**src/rtl/maxpool1d_stage.sv**
```systemverilog
// maxpool1d_stage: non-overlapping 1-D signed max-pool with ready/valid on both sides.
// Define MAXPOOL_FLUSH_EN to add in_last, which closes a partial window at end of row.

package params_pkg;
    localparam int DATA_WIDTH = 16;
endpackage

module maxpool1d_stage #(
    parameter int DATA_WIDTH = params_pkg::DATA_WIDTH,
    parameter int POOL_SIZE  = 2
) (
    input  logic                         clk,
    input  logic                         rst_n,
    input  logic                         in_valid,
    output logic                         in_ready,
    input  logic signed [DATA_WIDTH-1:0] in_data,
`ifdef MAXPOOL_FLUSH_EN
    input  logic                         in_last,
`endif
    output logic                         out_valid,
    input  logic                         out_ready,
    output logic signed [DATA_WIDTH-1:0] out_data
);

    localparam int CW = $clog2(POOL_SIZE);

    // Window phase is derived from the beat counter; the counter is the state.
    typedef enum logic {
        S_FIRST,
        S_ACCUM
    } phase_e;

    logic [CW-1:0]                r_win_cnt;
    logic signed [DATA_WIDTH-1:0] r_run_max;
    logic signed [DATA_WIDTH-1:0] r_out_data;
    logic                         r_out_valid;

    phase_e                       w_phase;
    logic                         w_cnt_close;
    logic                         w_last_req;
    logic                         w_close;
    logic                         w_accept;
    logic                         w_consume;
    logic signed [DATA_WIDTH-1:0] w_max;

    // Decode phase and whether the offered beat closes a window.
    always_comb begin
        w_phase     = (r_win_cnt == '0) ? S_FIRST : S_ACCUM;
        w_cnt_close = (r_win_cnt == CW'(POOL_SIZE - 1));
`ifdef MAXPOOL_FLUSH_EN
        w_last_req  = in_valid & in_last;
`else
        w_last_req  = 1'b0;
`endif
        w_close     = w_cnt_close | w_last_req;
    end

    // Only a closing beat needs room in the output register.
    always_comb begin
        in_ready  = ~w_close | ~r_out_valid | out_ready;
        w_accept  = in_valid & in_ready;
        w_consume = r_out_valid & out_ready;
    end

    // Running maximum including the current beat; a new window drops the old max.
    always_comb begin
        w_max = in_data;
        unique case (w_phase)
            S_FIRST: w_max = in_data;
            S_ACCUM: w_max = (in_data > r_run_max) ? in_data : r_run_max;
            default: w_max = in_data;
        endcase
    end

    // Window counter and partial maximum advance only on accepted beats.
    always_ff @(posedge clk or negedge rst_n) begin
        if (!rst_n) begin
            r_win_cnt <= '0;
            r_run_max <= '0;
        end else if (w_accept) begin
            r_run_max <= w_max;
            if (w_close) begin
                r_win_cnt <= '0;
            end else begin
                r_win_cnt <= r_win_cnt + CW'(1);
            end
        end
    end

    // Single-entry output register; a close reloads it even while being consumed.
    always_ff @(posedge clk or negedge rst_n) begin
        if (!rst_n) begin
            r_out_data  <= '0;
            r_out_valid <= 1'b0;
        end else if (w_accept && w_close) begin
            r_out_data  <= w_max;
            r_out_valid <= 1'b1;
        end else if (w_consume) begin
            r_out_valid <= 1'b0;
        end
    end

    assign out_valid = r_out_valid;
    assign out_data  = r_out_data;

endmodule

```
**config.mk**
```make
export PLATFORM = sky130hd
export DESIGN_NAME = maxpool1d_stage
export DESIGN_NICKNAME = d
export VERILOG_FILES = /design/src/rtl/maxpool1d_stage.sv
export SDC_FILE = /design/constraint.sdc
export NUM_CORES = 1
export LEC_CHECK = 0
export ABC_CLOCK_PERIOD_IN_PS = 2950
export CAP_MARGIN = 40
export CORE_MARGIN = 2
export CORE_UTILIZATION = 33
export CTS_CLUSTER_DIAMETER = 100
export CTS_CLUSTER_SIZE = 20
export DETAILED_ROUTE_END_ITERATION = 6
export GPL_TIMING_DRIVEN = 0
export PLACE_DENSITY_LB_ADDON = 0.05
export SYNTH_ARGS = -nofsm -noshare
export SYNTH_HDL_FRONTEND = slang
export SYNTH_SLANG_ARGS = --single-unit
```
**constraint.sdc**
```tcl
create_clock -name clk -period 2.95 [get_ports clk]
set_clock_uncertainty 0.15 [all_clocks]
set_input_delay 0.7375 -clock clk [delete_from_list [all_inputs] [get_ports clk]]
set_output_delay 0.7375 -clock clk [all_outputs]
set_load 0.005 [all_outputs]
```
==> results.yml <==
yosys:
  yosysUniqueCellTypes: 41
  synth_nets: 359
  ys_seq_elements: 34
  syn_avg_cell_area_um2: 8.71
  synth_area_mm2: 0.00281
  yosysTopAreaCell: "dfrtp_1"
  synth_top_area_share: 0.302
  yosysWarnings: 0
  synth_edf_count: 0
  async_reset_ff_frac: 1.00
  synthFlopType: "dfrtp_1"
  synthCells: 323
  yosys-top-cells-area: "dfrtp_1, ha_1, a221oi_1, o2111ai_1, a2111oi_0"
  ys_seq_area_frac: 0.302
critical_path:
  cp_slowest_stage_delay_ns: 0.44
  crit_type: "in2reg"
  cp.arrival_ns: 2.87
  cp-start-kind: "input pin"
  end_kind: "register"
  r2r_setup_slack_ns: 0.36
  crit_slowest_cell: "or3_4"
  cp_cell_sequence: "dlygate4sd2_1 -> ha_1 -> nand2_1 -> or3_4 -> and4_1 -> buf_2 -> buf_4 -> o2111ai_1 -> o211ai_1"
  cp_max_fo: 10
  crit_required_ns: 2.96
cts:
  cts.clk_slew.worst_paths_ns: 0.08
  cts_buffers: 5
  clock_path_buffers: 2
  cts.htree.levels: 2
  clockRootBuffer: "clkbuf_8"
  cts_num_sinks: 34
  clk_latency_ns: 0.30
  cts_hold_buffers: 0
  cts_tree: "built"
floorplanning:
  initial_core_util: 0.341
  rows: 33
  die_x_um: 96.3
  coreArea_mm2: 0.00826
  ios: 38
  die_height_um: 96.3
  die_area_mm2: 0.00928
power:
  ir_drop_uv: 304
  p_leak_nw: 1.36
  powerDensity_mw_per_mm2: 881
cells_and_area:
  final_area_mm2: 0.00371
  antenna_cells: 0
  final_cell_mix: "dfrtp_1, clkdlybuf4s50_1, nand2_1, and2_1"
  nets: 414
  syn_to_final_growth_pct: 31.7
  final_common_cell: "dfrtp_1"
  layout-drive-gt1-share: 0.180
placement:
  place_area_mm2: 0.00334
  gp_congestion: 0.847
  portBuffers: 37
  dp_hpwl_um: 7260
hold_path:
  hold_path_class: "in2async"
global_route:
  grt_overflow: 0
  grt_antenna_before_repair: 0
  grt_pass1_wl_um: 16500
  grt_usage: 0.235
  grt_pass1_vias: 3016
  grt_max_degree: 19
sta:
  setup_viol: 0
  finalHoldViolations: 0
  tns_ns: 0
  rsz0062_at_grt: "true"
  fin_crit_ns: 2.86
  worst_pin_slew_ns: 0.561
  slew_viol_final: 0
  slew_headroom: 0.626
  max_clock_freq_mhz: 350
  min_period_over_period: 0.968
flow_run:
  cap_viol_max_count: 0
route:
  drtIter0Drc: 124
  dr.pass1.iters: 4
  detail-route-antenna-nets: 0
  post_drt_wl_per_cell_um: 21.1
  vias: 2980
  vias_per_cell: 6.17
  drcViolationCount: 0
  drt-total-wl_um: 10200
outcome:
  outcome: "finished, final reports clean"
sequential cells by signal, indices dropped and copies added (netlist names):
name and cells:
out_data 16, out_valid 1, r_run_max 16, r_win_cnt 1
synth_stat cells (16+ instances only):
| library cell | n |
|---|---|
| dfrtp_1 | 34 |
| clkbuf_1 | 21 |
| nand2_1 | 19 |
| and2_1 | 18 |
| nand3_1 | 17 |
| nor3_1 | 17 |
| a221oi_1 | 16 |
| ha_1 | 16 |
| inv_1 | 16 |
| o2111ai_1 | 16 |
| o211ai_1 | 16 |
worst max-delay path: cells and delay by family:
family                   cells  cell delay [ns]
buffers and inverters        3             0.69
AND/OR/NAND/NOR              3             0.78
AO/OA/AOI/OAI                2             0.33
adder cells (fa/ha/maj)      1             0.32
final cells by class:
cell class                      count  area [µm²]
Inverter                           16        60.1
Tap cell                          105         131
Timing Repair Buffer               49         474
Fill cell                         835        4550
Buffer                             32         180
Multi-Input combinational cell    240        1930
Sequential cell                    34         851
Clock buffer                        7        76.3
path summary, 6_finish.rpt:
path	startpoint	to	cells past startpoint
setup / recovery	in_data[11]	r_run_max[9]	9
hold / removal	rst_n	r_run_max[0]	1
setup reg to reg	r_run_max[13]	out_data[3]	8
hold reg to reg	out_valid	out_valid	2
max in group asynchronous	rst_n	r_run_max[8]	2
min in group clk	out_valid	out_valid	2
metal layers:
| layer | track usage | wire (µm) |
|---|---|---|
| met2 | 0.366 | 4650 |
| met3 | 0.0462 | 560 |
| met1 | 0.329 | 4800 |
| met4 | 0.0669 | 163 |
| met5 | 0 | 0 |
kinds of logic after synthesis:
kind of cell,synth area share
flip-flops,0.302
buffers and inverters,0.0765
adder cells (fa/ha/maj),0.0711
AND/OR/NAND/NOR,0.223
AO/OA/AOI/OAI,0.327
per-stage QoR:
step	hold WS (ns)	total power, mW	cells	util	setup slack [ns]
floorplan	0.292	1.97	323	-	0.129
global placement	0.392	2.60	465	0.402	-0.865
detailed placement	0.405	2.62	466	0.404	-0.805
CTS	0.263	3.18	481	0.436	0.000584
global route	0.274	3.53	483	0.449	-0.00695
finish	0.243	3.27	483	0.449	0.0929
report_power, final:
group | total [mW] | leakage, nW | switching (mW) | internal (mW)
Clock | 0.354 | 0.0383 | 0.191 | 0.163
Sequential | 0.853 | 0.386 | 0.159 | 0.694
Combinational | 2.06 | 0.939 | 1.09 | 0.971
Total | 3.27 | 1.36 | 1.44 | 1.83
repair_timing:
item / in CTS / in global routing
gates cloned: 0 / 0
endpoints found under the hold margin: 0 / 0
setup buffers: 9 / 2
setup endpoints to repair: 32 / 32
resized for setup: 37 / 30
pin swaps: 6 / 3
(Power assumes the default switching activity.)
